<file path="src/rtl/sreg_frame.sv">
// sreg_frame: SPI-style slave shift register, serial pins oversampled on clk.
// Define SREG_SYNC2_EN for two-stage input synchronisers (latency 3); otherwise one stage (latency 2).
module sreg_frame #(
  parameter int DWIDTH    = 21,
  parameter bit MSB_FIRST = 1'b1
) (
  input  logic              clk,
  input  logic              rst_n,
  input  logic              sclk,
  input  logic              cs_n,
  input  logic              sdi,
  output logic              sdo,
  input  logic [DWIDTH-1:0] par_in,
  output logic [DWIDTH-1:0] par_out,
  output logic              valid,
  output logic              busy
);

`ifdef SREG_SYNC2_EN
  localparam int SYNC_STAGES = 2;
`else
  localparam int SYNC_STAGES = 1;
`endif
  localparam int CW = $clog2(DWIDTH);
  localparam logic [CW-1:0] CNT_LAST = CW'(DWIDTH - 1);

  logic [SYNC_STAGES-1:0] sclk_sync_q, sclk_sync_d;
  logic [SYNC_STAGES-1:0] cs_sync_q, cs_sync_d;
  logic [SYNC_STAGES-1:0] sdi_sync_q, sdi_sync_d;
  logic                   sclk_hist_q, sclk_hist_d;
  logic                   cs_hist_q, cs_hist_d;

  logic [CW-1:0]     cnt_q, cnt_d;
  logic [DWIDTH-1:0] rx_q, rx_d;
  logic [DWIDTH-1:0] tx_q, tx_d;
  logic [DWIDTH-1:0] par_out_q, par_out_d;
  logic              valid_q, valid_d;

  logic              sclk_s, cs_s, sdi_s;
  logic              cs_fall, cs_rise, sclk_rise, sclk_fall;
  logic [DWIDTH-1:0] rx_shift, tx_shift;

  // Oldest stage is the synchronised value; the cast drops the bit that falls off the end.
  always_comb begin
    sclk_sync_d = SYNC_STAGES'({sclk_sync_q, sclk});
    cs_sync_d   = SYNC_STAGES'({cs_sync_q, cs_n});
    sdi_sync_d  = SYNC_STAGES'({sdi_sync_q, sdi});
    sclk_s      = sclk_sync_q[SYNC_STAGES-1];
    cs_s        = cs_sync_q[SYNC_STAGES-1];
    sdi_s       = sdi_sync_q[SYNC_STAGES-1];
    sclk_hist_d = sclk_s;
    cs_hist_d   = cs_s;
  end

  // Clock edges only count inside a frame, so a coincident cs_n rise masks them.
  always_comb begin
    cs_fall   = cs_hist_q & ~cs_s;
    cs_rise   = ~cs_hist_q & cs_s;
    sclk_rise = ~sclk_hist_q & sclk_s & ~cs_s;
    sclk_fall = sclk_hist_q & ~sclk_s & ~cs_s;
  end

  always_comb begin
    if (MSB_FIRST) begin
      rx_shift = {rx_q[DWIDTH-2:0], sdi_s};
      tx_shift = {tx_q[DWIDTH-2:0], 1'b0};
    end else begin
      rx_shift = {sdi_s, rx_q[DWIDTH-1:1]};
      tx_shift = {1'b0, tx_q[DWIDTH-1:1]};
    end
  end

  always_comb begin
    cnt_d     = cnt_q;
    rx_d      = rx_q;
    tx_d      = tx_q;
    par_out_d = par_out_q;
    valid_d   = 1'b0;
    if (cs_rise) begin
      cnt_d = '0;
      rx_d  = '0;
      tx_d  = '0;
    end else if (cs_fall) begin
      cnt_d = '0;
      rx_d  = '0;
      tx_d  = par_in;
    end else if (sclk_rise) begin
      rx_d = rx_shift;
      if (cnt_q == CNT_LAST) begin
        par_out_d = rx_shift;
        valid_d   = 1'b1;
        cnt_d     = '0;
        tx_d      = par_in;
      end else begin
        cnt_d = cnt_q + CW'(1);
      end
    end else if (sclk_fall) begin
      tx_d = tx_shift;
    end
  end

  always_ff @(posedge clk or negedge rst_n) begin
    if (!rst_n) begin
      sclk_sync_q <= '0;
      cs_sync_q   <= '1;
      sdi_sync_q  <= '0;
      sclk_hist_q <= 1'b0;
      cs_hist_q   <= 1'b1;
      cnt_q       <= '0;
      rx_q        <= '0;
      tx_q        <= '0;
      par_out_q   <= '0;
      valid_q     <= 1'b0;
    end else begin
      sclk_sync_q <= sclk_sync_d;
      cs_sync_q   <= cs_sync_d;
      sdi_sync_q  <= sdi_sync_d;
      sclk_hist_q <= sclk_hist_d;
      cs_hist_q   <= cs_hist_d;
      cnt_q       <= cnt_d;
      rx_q        <= rx_d;
      tx_q        <= tx_d;
      par_out_q   <= par_out_d;
      valid_q     <= valid_d;
    end
  end

  assign sdo     = MSB_FIRST ? tx_q[DWIDTH-1] : tx_q[0];
  assign par_out = par_out_q;
  assign valid   = valid_q;
  assign busy    = ~cs_s;

endmodule
</file>
<file path="config.mk">
export PLATFORM = sky130hd
export DESIGN_NAME = sreg_frame
export DESIGN_NICKNAME = d
export VERILOG_FILES = /design/src/rtl/sreg_frame.sv
export SDC_FILE = /design/constraint.sdc
export NUM_CORES = 1
export LEC_CHECK = 0
export ABC_AREA = 0
export CORE_MARGIN = 8
export CORE_UTILIZATION = 29
export CTS_BUF_LIST = sky130_fd_sc_hd__clkbuf_4
export DETAILED_ROUTE_END_ITERATION = 7
export PLACE_DENSITY = 0.56
export SETUP_SLACK_MARGIN = 0.15
export SLEW_MARGIN = 20
export SYNTH_ARGS = -nofsm -noshare
export SYNTH_HDL_FRONTEND = slang
export SYNTH_SLANG_ARGS = --single-unit
</file>
<file path="constraint.sdc">
create_clock -name clk -period 2.3 [get_ports clk]
set_input_delay 0.69 -clock clk [delete_from_list [all_inputs] [get_ports clk]]
set_output_delay 0.69 -clock clk [all_outputs]
set_load 0.005 [all_outputs]
</file>
==> flow_metrics.env, run 1 <==
export IMPL_total_power_mw=2.61
export IMPL_cap_violations=0
export IMPL_ir_drop_uv=244
export IMPL_io_buffers=49
export IMPL_reg2reg_from="cs_hist_d"
export IMPL_cts_htree_levels=3
export IMPL_grt_start_max_net_pins=32
export IMPL_rrSetupSlack_ps=400
export IMPL_setup_viol=0
export IMPL_ys_ff_latch=73
export IMPL_drtAntennaViolNets=0
export IMPL_netlist_top_cells_area="dfrtp_1 60%, mux2_2 7.6%, mux2i_1 7.4%"
export IMPL_hp_class="input pin to async pin"
export IMPL_grt_antenna_before_repair=0
export IMPL_worst_r2r_cell_count=7
export IMPL_power_internal_mw=1.89
export IMPL_drtPass1Iterations=3
export IMPL_syn_inst=228
export IMPL_total_leakage_power_nw=1.81
export IMPL_power_switching_mw=0.712
export IMPL_synth_top_family_by_area="multiplexers"
export IMPL_synthFlopType="dfrtp_1"
export IMPL_drt_iter0_drc=123
export IMPL_hpwlAfterDp_um=3910
export IMPL_die_h_um=117
export IMPL_skew_ps=16.2
export IMPL_netlist_area_um2=2970
export IMPL_crit_path_cell_trace="clkdlybuf4s50_1"
export IMPL_gp_congestion=0.740
export IMPL_num_nets_final=315
export IMPL_drive_gt1_share_pct=18.3
export IMPL_synth_top_area_cell="dfrtp_1"
export IMPL_setup_worst_path_start_class="flop"
export IMPL_yosysMostFrequentCell="dfrtp_1"
export IMPL_arrival_ps=1300
export IMPL_tns_ps=0
export IMPL_synth_area_per_cell_um2=13.0
export IMPL_synth_distinct_cells=32
export IMPL_synthXorXnorAreaFrac_pct=0
export IMPL_die_area_um2=13700
export IMPL_crit_path_max_fanout=2
export IMPL_syn_to_final_growth_pct=27.8
export IMPL_cts_tree="yes"
export IMPL_yosys_warnings=0
export IMPL_power_frac_clock_pct=30.4
export IMPL_hold_slack_ps=178
export IMPL_die_x_um=117
export IMPL_synth_common_cells="71 x dfrtp_1, 23 x nand2_1, 22 x mux2i_1, 21 x a22o_1"
export IMPL_cts_root_buffer="clkbuf_4"
export IMPL_synth_fp_nets=258
export IMPL_num_vias=1901
export IMPL_clock_path_buffers=2
export IMPL_gr_usage_all_layers_pct=9.64
export IMPL_io_pins=50
export IMPL_setup_ws_ps=307
export IMPL_reg2reg_to="cnt_q[2]"
export IMPL_antenna_cells=0
export IMPL_yosysSeqAreaShare_pct=61.6
export IMPL_synth_compound_area_share_pct=11.8
export IMPL_cts_hold_buf=0
export IMPL_finalCritPeriodShare_pct=86.7
export IMPL_fp_row_count=37
export IMPL_core_um2=10100
export IMPL_grt_pass1_vias=2104
export IMPL_wire_per_inst_um=14.1
export IMPL_cts_sinks=73
export IMPL_postSynth_asyncResetShare_pct=100
export IMPL_avgViaCountPerCell=4.46
export IMPL_synth_edf_count=0
export IMPL_hold_violations=0
export IMPL_synth_mux_area_fraction_pct=15.4
export IMPL_worst_slew_pin_slew_ps=377
export IMPL_power_density_nw_per_um2=686
export IMPL_run_status="finished, final reports clean"
export IMPL_cp_num_buf_inv=1
export IMPL_worstPathRequired_ps=1610
export IMPL_slew_headroom_pct=74.8
export IMPL_crit_path_end_kind="primary output"
export IMPL_yosysTopAreaCellShare_pct=59.8
export IMPL_synthAdderAreaFrac_pct=1.68
export IMPL_cts_buffers=9
export IMPL_synth_simple_area_share_pct=6.99
export IMPL_combinationalPowerShare_pct=13.4
export IMPL_max_freq_mhz=502
export IMPL_seq_power_share_pct=56.2
export IMPL_switching_share_pct=27.3
export IMPL_clk_latency_ps=410
export IMPL_crit_type="flop to primary output"
export IMPL_min_period_ps=1990
export IMPL_overflow=0
export IMPL_crit_slowest_cell="clkdlybuf4s50_1"
export IMPL_drt_total_wl_um=6010
export IMPL_initial_core_util_pct=29.3
export IMPL_critPathTopFamily="buffers and inverters"
export IMPL_max_stage_delay_ps=520
export IMPL_dp_slack_ps=439
export IMPL_cts_reportedPaths_clkPinSlew_ps=120
export IMPL_drc_errors=0
export IMPL_grt_setup_unrepaired="false"
export IMPL_drv_slew=0
export IMPL_grt_pass1_wl_um=10300
==> logic make-up after synthesis <==
family | Yosys count
DFF | 73
muxes | 43
AOI/OAI and AO/OA | 51
adders and majority gates | 4
and+or+nand+nor | 40
buffers and inverters | 17
==> stage by stage <==
stage / area, µm² / utilization [%] / std cells
floorplan: 2970 / - / 228
CTS: 3800 / 37.5 / 426
detailed placement: 3650 / 36.0 / 409
finish: 3800 / 37.5 / 426
global route: 3800 / 37.5 / 426
global placement: 3650 / 36.0 / 409
==> worst max-delay path by stage <==
stage                 from           to  depth (start not counted)
3_3_place_gp     cs_hist_d     tx_q[10]                          6
4_1_cts        par_out[20]  par_out[20]                          1
3_5_place_dp     cs_hist_d     cnt_q[2]                          5
6_report       par_out[20]  par_out[20]                          1
2_1_floorplan    cs_hist_q     rx_q[10]                          6
5_1_grt        par_out[19]  par_out[19]                          1
==> layout make-up <==
cell class                 instances  area (µm²)
fill                            1001        6340
sequential                        73        1830
multi-input combinational        138        1070
timing repair buffer              58         567
tap                              136         170
clock inverter                     7        71.3
clock buffer                       9        67.6
inverter                           5        18.8
==> sequential cells by signal, indices dropped and copies added, names as in the netlist <==
signal / cells
sdi_s: 1
sclk_hist_q: 1
cnt_q: 5
par_out: 21
rx_q: 20
cs_hist_d: 1
valid: 1
cs_hist_q: 1
sclk_hist_d: 1
tx_q: 21
==> power by group through the flow <==
stage	Sequential, mW	Combinational (mW)	Clock [mW]
after floorplan	1.48	0.221	0
after global placement	1.49	0.349	0
after detailed placement	1.49	0.359	0
after CTS	1.47	0.361	0.834
after global routing	1.48	0.402	0.889
final	1.47	0.349	0.791
==> metal layers <==
metal  global-route usage (%)  vias up  routed length (µm)
met5                        0        -                   0
met3                     3.03        4                 366
li1                         -      927                   -
met2                     13.7       39                2630
met4                     4.86        0                  42
met1                     12.9      931                2970
==> placed cells by master, fill, tap and decap left out, types with 2 or more instances in the layout <==
cell type	instances
dfstp_2	2
nor2_2	2
clkinv_4	2
a21oi_1	2
clkinvlp_4	2
o21ai_0	2
nand3_1	3
mux2i_1	22
a22o_1	21
nor3_1	2
clkdlybuf4s50_1	47
mux2_2	20
a21o_1	2
nand2_1	23
inv_1	5
buf_4	9
o21ai_1	20
dfrtp_1	71
ha_1	4
clkbuf_4	9
==> repair_timing <==
item,in CTS,in global routing
endpoints found under the setup margin,1,0
resized for setup,1,0
endpoints found under the hold margin,0,0
buffers inserted,1,0
No activity file was read; power rests on OpenSTA's default activity.
==> run 2: changes to the inputs <==
Settings changed: RECOVER_POWER set to 100.
==> flow_metrics.env, run 2 (synthesis results as in run 1) <==
export IMPL_setup_worst_path_start_class="flop"
export IMPL_min_period_ps=2080
export IMPL_worst_slew_pin_slew_ps=1470
export IMPL_gr_usage_all_layers_pct=9.64
export IMPL_run_status="finished, final reports clean"
export IMPL_ir_drop_uv=245
export IMPL_final_common_cell="dfrtp_1"
export IMPL_drt_met1_wl_um=2940
export IMPL_hp_class="flop to flop"
export IMPL_dr_wl_met3_um=382
export IMPL_cap_violations=0
export IMPL_cts_htree_levels=3
export IMPL_fillers=1008
export IMPL_skew_ps=16.7
export IMPL_arrival_ps=1390
export IMPL_overflow=0
export IMPL_drtPass1Iterations=4
export IMPL_power_density_nw_per_um2=684
export IMPL_wl_met2_um=2610
export IMPL_hpwlAfterDp_um=3910
export IMPL_reg2reg_to="par_out[3]"
export IMPL_seqCellArea_um2=1830
export IMPL_routed_top_layer="met4"
export IMPL_drtAntennaViolNets=0
export IMPL_avgViaCountPerCell=4.46
export IMPL_multi_input_area_um2=1070
export IMPL_worstPathRequired_ps=1610
export IMPL_gp_congestion=0.740
export IMPL_cts_sinks=73
export IMPL_max_freq_mhz=481
export IMPL_grt_setup_unrepaired="false"
export IMPL_layout_common_cells="71 x dfrtp_1, 26 x dlygate4sd3_1, 23 x nand2_1"
export IMPL_finish_utilization_pct=37.3
export IMPL_io_pins=50
export IMPL_io_buffers=49
export IMPL_clock_path_buffers=2
export IMPL_total_leakage_power_nw=1.89
export IMPL_hp_start="sclk_hist_d"
export IMPL_crit_slowest_cell="dlygate4sd3_1"
export IMPL_drt_iter0_drc=119
export IMPL_num_vias=1902
export IMPL_cts_tree="yes"
export IMPL_critPathTopFamily="buffers and inverters"
export IMPL_drv_slew=0
export IMPL_antenna_cells=0
export IMPL_cp_num_buf_inv=1
export IMPL_cts_reportedPaths_clkPinSlew_ps=120
export IMPL_clk_latency_ps=400
export IMPL_die_h_um=117
export IMPL_crit_path_cell_trace="dlygate4sd3_1"
export IMPL_setup_ws_ps=220
export IMPL_setup_viol=0
export IMPL_tns_ps=0
export IMPL_die_x_um=117
export IMPL_drt_total_wl_um=5970
export IMPL_num_nets_final=315
export IMPL_reg2reg_from="cnt_q[0]"
export IMPL_cts_buffers=9
export IMPL_grt_antenna_before_repair=0
export IMPL_whs_path_depth=0
export IMPL_finalCritPeriodShare_pct=90.4
export IMPL_crit_path_end_kind="primary output"
export IMPL_cts_root_buffer="clkbuf_4"
export IMPL_drive_gt1_share_pct=17.6
export IMPL_drc_errors=0
export IMPL_crit_path_max_fanout=2
export IMPL_die_area_um2=13700
export IMPL_min_to="sclk_hist_q"
export IMPL_grt_start_max_net_pins=32
export IMPL_crit_type="flop to primary output"
export IMPL_initial_core_util_pct=29.3
export IMPL_syn_to_final_growth_pct=27.2
export IMPL_grt_pass1_wl_um=10300
export IMPL_max_stage_delay_ps=580
export IMPL_worst_r2r_cell_count=6
export IMPL_cts_hold_buf=0
export IMPL_dp_slack_ps=439
export IMPL_fp_row_count=37
export IMPL_hold_violations=0
export IMPL_slew_headroom_pct=2.28
export IMPL_grt_pass1_vias=2104
export IMPL_core_um2=10100
export IMPL_rrSetupSlack_ps=250
export IMPL_wire_per_inst_um=14.0
-- run 2: through the flow --
step	cell area [µm²]	hold slack [ps]	power, mW	std cells
finish	3780	431	2.59	426
CTS	3800	146	2.66	426
detailed placement	3650	406	1.85	409
global placement	3650	404	1.84	409
floorplan	2970	389	1.70	228
global route	3780	441	2.75	426
-- run 2: cell type report --
class / count / share of cell area, %
repair buffers: 58 / 14.6
flip-flops and latches: 73 / 48.4
well taps: 136 / 4.50
inverters: 5 / 0.497
clock buffers: 9 / 1.79
clock inverters: 7 / 1.89
multi-input cells: 138 / 28.4
-- run 2: repair_timing --
item                                    in CTS  in global routing
resized for setup                            1                  0
endpoints found under the setup margin       1                  0
buffers inserted                             1                  0
-- run 2: worst max-delay path by stage --
stage                            from           to  slack, ps  depth (start not counted)
after detailed placement    cs_hist_d     cnt_q[2]        440                          5
after CTS                 par_out[20]  par_out[20]        250                          1
after global routing      par_out[19]  par_out[19]        120                          1
after floorplan             cs_hist_q     rx_q[10]        460                          6
final                     par_out[19]  par_out[19]        220                          1
after global placement      cs_hist_d     tx_q[10]        480                          6
-- run 2: routing by layer --
metal | up-vias | track usage, %
li1 | 928 | -
met1 | 928 | 12.9
met2 | 42 | 13.7
met3 | 4 | 3.03
met4 | 0 | 4.86
met5 | - | 0
-- run 2: power breakdown --
part / switching [mW] / leakage, nW / internal, mW
registers: 0.0726 / 0.980 / 1.39
logic: 0.172 / 0.837 / 0.158
clock network: 0.462 / 0.0695 / 0.329
total: 0.706 / 1.89 / 1.88
